### config.mk
export PLATFORM = sky130hd
export DESIGN_NAME = serial_mult_ctrl_flat
export DESIGN_NICKNAME = d
export VERILOG_FILES = /design/src/rtl/serial_mult_ctrl_if.sv /design/src/rtl/serial_mult_ctrl.sv /design/src/flat_wrapper.sv
export SDC_FILE = /design/constraint.sdc
export NUM_CORES = 1
export LEC_CHECK = 0
export CORE_ASPECT_RATIO = 0.6
export CORE_MARGIN = 3
export CORE_UTILIZATION = 58
export DETAILED_ROUTE_END_ITERATION = 10
export GPL_TIMING_DRIVEN = 0
export PLACE_DENSITY = 0.95
export SETUP_SLACK_MARGIN = 0.05
export SLEW_MARGIN = 25
export SYNTH_ARGS = -nofsm -noshare
export SYNTH_HDL_FRONTEND = slang
export SYNTH_SLANG_ARGS = --single-unit
### constraint.sdc
create_clock -name clk -period 3.7 [get_ports clk]
set_clock_uncertainty 0.15 [all_clocks]
set_input_delay 0.925 -clock clk [delete_from_list [all_inputs] [get_ports clk]]
set_output_delay 0.925 -clock clk [all_outputs]
set_load 0.02 [all_outputs]
### src/rtl/serial_mult_ctrl_if.sv
// rtl/serial_mult_ctrl_if.sv - start/done handshake and operand/product bundle for serial_mult_ctrl
interface serial_mult_ctrl_if #(
   parameter int WIDTH = 4
);
   logic                 start;
   logic [WIDTH-1:0]     a;
   logic [WIDTH-1:0]     b;
   logic                 busy;
   logic                 done;
   logic [2*WIDTH-1:0]   p;

   // requester side: issues operands and start, observes progress and result
   modport master (
      output start,
      output a,
      output b,
      input  busy,
      input  done,
      input  p
   );

   // multiplier side
   modport slave (
      input  start,
      input  a,
      input  b,
      output busy,
      output done,
      output p
   );
endinterface

### src/rtl/serial_mult_ctrl.sv
// rtl/serial_mult_ctrl.sv - shift-add serial multiplier with start/done handshake (option: SERIAL_MULT_EARLY_TERM_EN)
module serial_mult_ctrl #(
   parameter int WIDTH = 4
) (
   input  logic               clk,
   input  logic               rst_n,
   serial_mult_ctrl_if.slave  bus
);
   localparam int CW = $clog2(WIDTH) + 1;

   typedef enum logic [1:0] {
      IDLE = 2'd0,
      RUN  = 2'd1,
      DONE = 2'd2
   } state_t;

   state_t               state;
   state_t               state_next;
   logic [2*WIDTH-1:0]   acc;
   logic [2*WIDTH-1:0]   mcand;
   logic [2*WIDTH-1:0]   acc_sum;
   logic [2*WIDTH-1:0]   p_q;
   logic [WIDTH-1:0]     mplier;
   logic [WIDTH-1:0]     mplier_shift;
   logic [CW-1:0]        cnt;
   logic                 accept;
   logic                 step;
   logic                 last_step;

   // state register; reset aborts any multiply in flight
   always_ff @(posedge clk or negedge rst_n) begin
      if (!rst_n) begin
         state <= IDLE;
      end else begin
         state <= state_next;
      end
   end

   // next-state decode plus the per-step add/shift values
   always_comb begin
      state_next   = state;
      accept       = 1'b0;
      step         = 1'b0;
      last_step    = 1'b0;
      acc_sum      = mplier[0] ? (acc + mcand) : acc;
      mplier_shift = mplier >> 1;
      case (state)
         IDLE: begin
            if (bus.start) begin
               accept     = 1'b1;
               state_next = RUN;
`ifdef SERIAL_MULT_EARLY_TERM_EN
               // nothing to accumulate, so skip RUN entirely
               if (bus.b == '0) begin
                  state_next = DONE;
               end
`endif
            end
         end
         RUN: begin
            step = 1'b1;
`ifdef SERIAL_MULT_EARLY_TERM_EN
            // stop once no set multiplier bits remain; cnt bound is a backstop
            last_step = (cnt == CW'(WIDTH - 1)) || (mplier_shift == '0);
`else
            last_step = (cnt == CW'(WIDTH - 1));
`endif
            if (last_step) begin
               state_next = DONE;
            end
         end
         DONE: begin
            if (bus.start) begin
               accept     = 1'b1;
               state_next = RUN;
`ifdef SERIAL_MULT_EARLY_TERM_EN
               if (bus.b == '0) begin
                  state_next = DONE;
               end
`endif
            end else begin
               state_next = IDLE;
            end
         end
         default: begin
            state_next = IDLE;
         end
      endcase
   end

   // datapath: latch operands on accept, one shift-add per RUN cycle, capture product on exit
   always_ff @(posedge clk or negedge rst_n) begin
      if (!rst_n) begin
         acc    <= '0;
         mcand  <= '0;
         mplier <= '0;
         cnt    <= '0;
         p_q    <= '0;
      end else if (accept) begin
         acc    <= '0;
         mcand  <= {{WIDTH{1'b0}}, bus.a};
         mplier <= bus.b;
         cnt    <= '0;
`ifdef SERIAL_MULT_EARLY_TERM_EN
         if (bus.b == '0) begin
            p_q <= '0;
         end
`endif
      end else if (step) begin
         acc    <= acc_sum;
         mcand  <= mcand << 1;
         mplier <= mplier_shift;
         cnt    <= cnt + CW'(1);
         if (last_step) begin
            p_q <= acc_sum;
         end
      end
   end

   assign bus.busy = (state == RUN);
   assign bus.done = (state == DONE);
   assign bus.p    = p_q;

endmodule

### src/flat_wrapper.sv
// flat-port wrapper written by rule: the top's interface ports become plain ports
module serial_mult_ctrl_flat 
#(
   parameter int WIDTH = 4
)
  (clk, rst_n, bus_start, bus_a, bus_b, bus_busy, bus_done, bus_p);
  serial_mult_ctrl_if #(.WIDTH(WIDTH)) bus_i ();
  input  logic clk;
  input  logic rst_n;
  input wire logic [$bits(bus_i.start)-1:0] bus_start;
  input wire logic [$bits(bus_i.a)-1:0] bus_a;
  input wire logic [$bits(bus_i.b)-1:0] bus_b;
  output wire logic [$bits(bus_i.busy)-1:0] bus_busy;
  output wire logic [$bits(bus_i.done)-1:0] bus_done;
  output wire logic [$bits(bus_i.p)-1:0] bus_p;
  assign bus_i.start = bus_start;
  assign bus_i.a = bus_a;
  assign bus_i.b = bus_b;
  assign bus_busy = bus_i.busy;
  assign bus_done = bus_i.done;
  assign bus_p = bus_i.p;
  serial_mult_ctrl #(.WIDTH(WIDTH)) u_core (.clk(clk), .rst_n(rst_n), .bus(bus_i));
endmodule
Yosys cells after proc, flatten, opt, wreduce, memory -nomap -nowiden
Index checks and enable logic that the tools add are counted.
{"block": "totals", "ff_bits": 33, "latchBits": 0, "mem_bits_rw": 0, "rom_bits": 0, "out_inout_bits": 10, "elab_cells": 36, "mem_count": 0}
{"block": "classes", "add_sub_neg": 2, "n_mul": 0, "n_div": 0, "magnitude_cmp": 0, "n_eq_ne": 5, "shifts": 0, "mux": 17, "n_bitwise": 1, "reduce_logical": 5}
{"operator": "$mux 8", "n": 5}
{"operator": "$add 8x8->8", "n": 1}
{"operator": "$mux 4", "n": 2}
{"operator": "$mux 3", "n": 2}
{"operator": "$pmux 2 s3", "n": 1}
{"operator": "$mux 1", "n": 5}
{"operator": "$mux 2", "n": 2}
{"operator": "$add 3x1->3 const B", "n": 1}
{"operator": "$eq 3x2->1 const B", "n": 1}
{"operator": "$reduce_and 3->1", "n": 1}
{"operator": "$eq 2x1->1 const B", "n": 1}
{"operator": "$eq 2x2->1 const B", "n": 1}
{"operator": "$logic_not 2->1", "n": 1}
{"operator": "$ne 2x1->1 const B", "n": 1}
{"operator": "$ne 2x2->1 const B", "n": 1}
{"operator": "$reduce_and 2->1", "n": 1}
{"operator": "$reduce_bool 2->1", "n": 1}
{"operator": "$reduce_or 2->1", "n": 1}
{"operator": "$not 1->1", "n": 1}

Depth between registers and ports, before layout
Gate-level depths: netlist (run 1).
{"block": "logic_depth", "depth_word": 5, "ltp_mapped": 7, "mapped_depth_nobuf": 7}

Worst setup path before layout (run 1)
OpenSTA, ideal clock, no wires.
{"block": "synth_timing", "kind": "reg-to-output", "startpoint": "register u_core.state[1]", "endpoint": "output bus_busy", "arrival_ps": 1009, "slack_ps": 1616, "stages_incl_launch_ff": 4, "cell_sequence": "dfrtp_1 > nand2b_1 > inv_1 > buf_1"}
{"block": "synth_via", "elab_chain_cells": 1}
{"item": "start: declaration", "line_no": "serial_mult_ctrl.sv:17", "text": "state_t state;"}
{"item": "start signal: assignment", "line_no": "serial_mult_ctrl.sv:35", "text": "state <= state_next;"}
{"item": "$eq 2x1->1", "line_no": "serial_mult_ctrl.sv:120", "text": "assign bus.busy = (state == RUN);"}
{"item": "end: declaration", "line_no": "flat_wrapper.sv:13", "text": "output wire logic [$bits(bus_i.busy)-1:0] bus_busy;"}
Every way passes these cells.

Worst setup path in the final report (run 1)
Same ends and word-level chain as after synthesis.

==> summary.txt, run 1 <==
outcome - finished clean
synth top area cells - dfrtp_1 50%, ha_1 6.9%, a22o_1 3.7%
DRT antenna net count - 0
RSZ-0062 raised after global routing - no
H-tree depth - 2
gr usage total - 0.2526
post-route design area - 1962 um^2
nets@finish - 211
CTS Buf Count - 5
antenna cell count - 0
Final min period - 3.230 ns
Syn Nets - 184
Mean Syn Cell Area - 10.06 um^2
Synth Cell Area - 1640 um^2
Highest Clock Rate - 0.3096 GHz
fraction of layout cells with a size suffix above 1 - 0.06316
GRT overflow - 0
sequential area share after synthesis - 0.5034
Cells after Synth - 163
worst reg2reg setup slack - 1.39 ns
Root Driver - clkbuf_8
fin crit share - 0.8730
cts hold-fix bufs - 0
reg2reg start - u_core.mcand[0]
CP endpoint kind - primary output
Die Ht - 47.20 um
worst r2r path cells - 7
Routability Congestion - 0.8533
CTS clk-pin slew, worst paths - 0.06 ns
Initial Util - 0.6327
area grow syn2layout - 19.60%
share of the synthesized area in the top cell type - 0.5034
vias post-DR - 1377
drt first pass iters - 4
VDD IR-drop max - 0.5066 mV
vias in the first global route - 1335
Worst-Skew Late Latency - 0.28 ns
DR DRC count - 0
CP max stage delay - 0.71 ns
commonest non-fill, non-tap cell in the layout - dfrtp_1
drt via density - 6.203
die area - 3523 um^2
setup TNS - 0 ns
Required @ worst endpoint - 2.62 ns
post-CTS setup buffer count - 0
Ports - 21
CP startpoint kind - flop
largest net degree at the start of global routing - 34
TritonCTS clock tree - done
Die X - 74.66 um
max-slew violation count - 0
Worst Hold Class - reg2reg
Crit. Startpoint - u_core.state[1]
largest area contributor in the netlist - dfrtp_1
cts repair resizes - 0
final hold viol count - 0
global-route wire length before repair - 6389 um
FF-to-FF End - u_core.bus.p[6]
initial antenna violation count - 0
Worst Path Arrival - 2.16 ns
Yosys reg bits - 33
routed wire length per instance - 17.43 um
Ys Warns - 0
Placed Area - 1876 um^2
Slew @ Worst Pin - 0.7381 ns
PwrDens - 1001 nW/um^2
# rows - 14
initial DRC count - 167
maxcap violations - 0
Post-DP HPWL - 2678 um
CORE AREA - 2592 um^2
commonest non-fill, non-tap cells in the layout - 33 x dfrtp_1, 19 x clkdlybuf4s50_1, 15 x nand2_1, 15 x nor2_1, 12 x o21ai_0
WHS Path Cells - 2
crit path max fanout - 10
Netlist cell types - 32
Final setup viols - 0
Crit Path Category - reg2out
Clock Path Buffers - 2
Total Wirelength - 3870 um
crit path cell chain - nand2b_1 > inv_1 > buf_1 > clkdlybuf4s50_1
Max-slew headroom - 0.5080
# port buffers - 20
critical path's slowest cell - clkdlybuf4s50_1
P_leak - 0.9107 nW
worst setup path endpoint - bus_busy
CTS Sinks - 33
-- state kept, by name, indices dropped and copies added, names as in the netlist --
register and count:
u_core.bus.p 8, u_core.mplier 4, u_core.cnt 3, u_core.mcand 8
u_core.state 2, u_core.acc 8
-- worst min path at each step --
stage | slack [ns] | to | startpoint
6_report | 0.33 | u_core.bus.p[3] | u_core.bus.p[3]
5_1_grt | 0.37 | u_core.bus.p[6] | u_core.bus.p[6]
4_1_cts | 0.33 | u_core.bus.p[3] | u_core.bus.p[3]
3_5_place_dp | 0.32 | u_core.bus.p[3] | u_core.bus.p[3]
3_3_place_gp | 0.32 | u_core.bus.p[2] | u_core.bus.p[2]
2_1_floorplan | 0.32 | u_core.mplier[3] | u_core.mplier[3]
-- routing by layer --
metal  global-route usage  vias up  share of wire
met4              0.08511        0          0.019
met2               0.4136       64           0.46
met1               0.3311      660           0.43
met3              0.07051       12          0.083
li1                     -      641              -
met5                    0        -              0
-- metrics by stage --
| step | power (mW) | setup slack [ns] | util | instances | hold WS, ns |
|---|---|---|---|---|---|
| floorplan | 1.354 | 1.616 | - | 163 | 0.3163 |
| global placement | 1.600 | 0.8488 | 0.7254 | 215 | 0.3169 |
| detailed placement | 1.668 | 0.8126 | 0.7235 | 215 | 0.3202 |
| CTS | 1.954 | 0.4895 | 0.7568 | 222 | 0.3346 |
| global route | 2.108 | 0.3922 | 0.7568 | 222 | 0.3725 |
| finish | 1.965 | 0.4699 | 0.7568 | 222 | 0.3289 |
-- critical path, delay by kind of cell, from the launching register on --
kind | cells | cell delay, ns
flops | 1 | 0.37
simple gates | 1 | 0.18
buf+inv | 3 | 1.31
-- cell families (layout without fill, tap and decap cells) --
logic type	Yosys count	in the layout	synth area share
adder cells (fa/ha/maj)	10	10	0.08086
flip-flops	33	33	0.5034
buffers and inverters	10	37	0.02288
AND/OR/NAND/NOR	53	53	0.1518
XOR/XNOR	5	5	0.02670
multiplexers	4	4	0.02441
AO/OA/AOI/OAI	48	48	0.1899
-- final cells by class --
cell class | count | area [um^2]
plain buffers | 6 | 22.52
inverters | 4 | 15.01
flip-flops and latches | 33 | 825.8
fillers | 183 | 630.6
multi-input cells | 120 | 777.0
well taps | 32 | 40.04
clock buffers | 7 | 86.33
repair buffers | 20 | 195.2
-- cell usage after synthesis, drive strengths merged --
master / instances
dfrtp: 33
nand2: 15
nor2: 15
o21ai: 12
a21oi: 11
ha: 9
nand3: 9
a22o: 7
o22ai: 7
and3: 5
clkbuf: 5
inv: 4
mux2i: 4
xnor2: 4
a211oi: 2
a31o: 2
nand2b: 2
nor2b: 2
nor3: 2
o31ai: 2
a21o: 1
a31oi: 1
and2: 1
buf: 1
fa: 1
o21a: 1
o21bai: 1
o311ai: 1
or4: 1
or4b: 1
xor2: 1
-- where the power goes --
| group | switching (mW) | leakage [nW] | total [mW] | internal (mW) |
|---|---|---|---|---|
| Sequential | 0.120 | 0.413 | 0.647 | 0.527 |
| Combinational | 0.607 | 0.454 | 1.05 | 0.440 |
| Clock | 0.124 | 0.0443 | 0.271 | 0.147 |
Power figures use the tool's default switching activity.
==> run 2, diff against run 1 <==
Settings changed: CORE_UTILIZATION 58 to 60, DONT_BUFFER_PORTS from default to 1, PLACE_DENSITY 0.95 to 0.88.
==> run 2 against run 1 <==
Power decreased by 7.2%. First-iteration DRC count decreased by 32%. Sequential share of layout area increased by 5.1 points. Sequential cell count unchanged. Register-to-register slack got worse by 0.14 ns. Non-clock buffer count decreased by 20. Worst hold slack got worse by 0.14 ns. Largest power group unchanged.
==> summary.txt, run 2 (same netlist as run 1, synthesis figures left out) <==
VDD IR-drop max - 0.5303 mV
vias in the first global route - 1229
worst setup path endpoint - bus_busy
Power, Total - 1.824 mW
DRT antenna net count - 0
area grow syn2layout - 6.789%
# rows - 13
worst r2r path cells - 7
DR DRC count - 0
Ports - 21
Required @ worst endpoint - 2.62 ns
commonest non-fill, non-tap cells in the layout - 33 x dfrtp_1, 15 x nand2_1, 15 x nor2_1
outcome - finished clean
die area - 3418 um^2
Die X - 73.50 um
fin crit share - 0.7070
Highest Clock Rate - 0.3823 GHz
Slew @ Worst Pin - 0.7059 ns
CTS Sinks - 33
routed wire length per instance - 18.71 um
TritonCTS clock tree - done
P_leak - 0.8296 nW
Placed Area - 1678 um^2
Hold WS - 0.1860 ns
Clock Path Buffers - 2
CP max stage delay - 0.57 ns
initial antenna violation count - 0
RSZ-0062 raised after global routing - no
Routability Congestion - 0.8979
gr usage total - 0.2413
critical path's slowest cell - buf_1
Crit. Startpoint - u_core.state[1]
Worst-Skew Late Latency - 0.28 ns
setup TNS - 0 ns
setup ws final - 1.084 ns
CTS Buf Count - 5
CP Depth - 3
largest net degree at the start of global routing - 34
Post-DP HPWL - 2656 um
commonest non-fill, non-tap cell in the layout - dfrtp_1
Final Non-Filler Cells - 199
maxcap violations - 0
GRT overflow - 0
crit path cell chain - nand2b_1 > inv_1 > buf_1
placed cell count - 193
CORE AREA - 2375 um^2
final hold viol count - 0
Max-slew headroom - 0.5294
# port buffers - 0
initial DRC count - 113
post-layout util - 0.7376
Total Wirelength - 3723 um
vias post-DR - 1301
Worst Path Arrival - 1.54 ns
Crit Path Category - reg2out
post-CTS setup buffer count - 0
post-route design area - 1752 um^2
drt first pass iters - 4
fraction of layout cells with a size suffix above 1 - 0.06509
Die Ht - 46.50 um
PwrDens - 1041 nW/um^2
CP startpoint kind - flop
CTS clk-pin slew, worst paths - 0.06 ns
worst reg2reg setup slack - 1.25 ns
Final setup viols - 0
cts hold-fix bufs - 0
pre-CTS setup slack - 1.387 ns
global-route wire length before repair - 5851 um
H-tree depth - 2
Worst Hold Class - in2async
Top Family by Delay on Critical Path - buffers and inverters
CP endpoint kind - primary output
Root Driver - clkbuf_8
Final min period - 2.616 ns
antenna cell count - 0
nets@finish - 191
drt via density - 6.538
Initial Util - 0.6907
reg2reg start - u_core.mcand[0]
FF-to-FF End - u_core.bus.p[6]
max-slew violation count - 0
crit path buf inv count - 2
cts repair resizes - 0
crit path max fanout - 10
run 2: changes by cell type in the layout (fill, tap and decap cells not counted), sizes merged:
cell	change
buf	-1
clkbuf	-2
clkdlybuf4s50	-19
clkinv	+1
run 2: how the worst min path moves through the flow:
stage	startpoint	endpoint	slack, ns	cells after the start
2_1_floorplan	u_core.mplier[3]	u_core.mplier[3]	0.32	1
3_3_place_gp	u_core.mplier[2]	u_core.mplier[2]	0.33	2
3_5_place_dp	u_core.mplier[3]	u_core.mplier[3]	0.33	1
4_1_cts	rst_n	u_core.acc[6]	0.18	0
5_1_grt	rst_n	u_core.bus.p[4]	0.18	0
6_report	rst_n	u_core.acc[7]	0.19	0
run 2: metal layers:
layer / global-route usage / vias to the layer above / share of wire
li1: - / 597 / -
met1: 0.2961 / 615 / 0.42
met2: 0.4049 / 80 / 0.48
met3: 0.07190 / 9 / 0.081
met4: 0.09747 / 0 / 0.017
met5: 0 / - / 0
run 2: area by class of cell:
type | instances | area (um^2)
multi-input cells | 120 | 777.0
inverters | 4 | 15.01
flip-flops and latches | 33 | 825.8
clock inverters | 1 | 5.005
plain buffers | 6 | 22.52
clock buffers | 5 | 68.82
fillers | 164 | 623.1
well taps | 30 | 37.54
run 2: report_power, final:
| group | switching (mW) | internal (mW) | leakage, nW |
|---|---|---|---|
| logic | 0.526 | 0.352 | 0.377 |
| registers | 0.178 | 0.527 | 0.413 |
| clock network | 0.118 | 0.123 | 0.0399 |
| total | 0.822 | 1.00 | 0.830 |
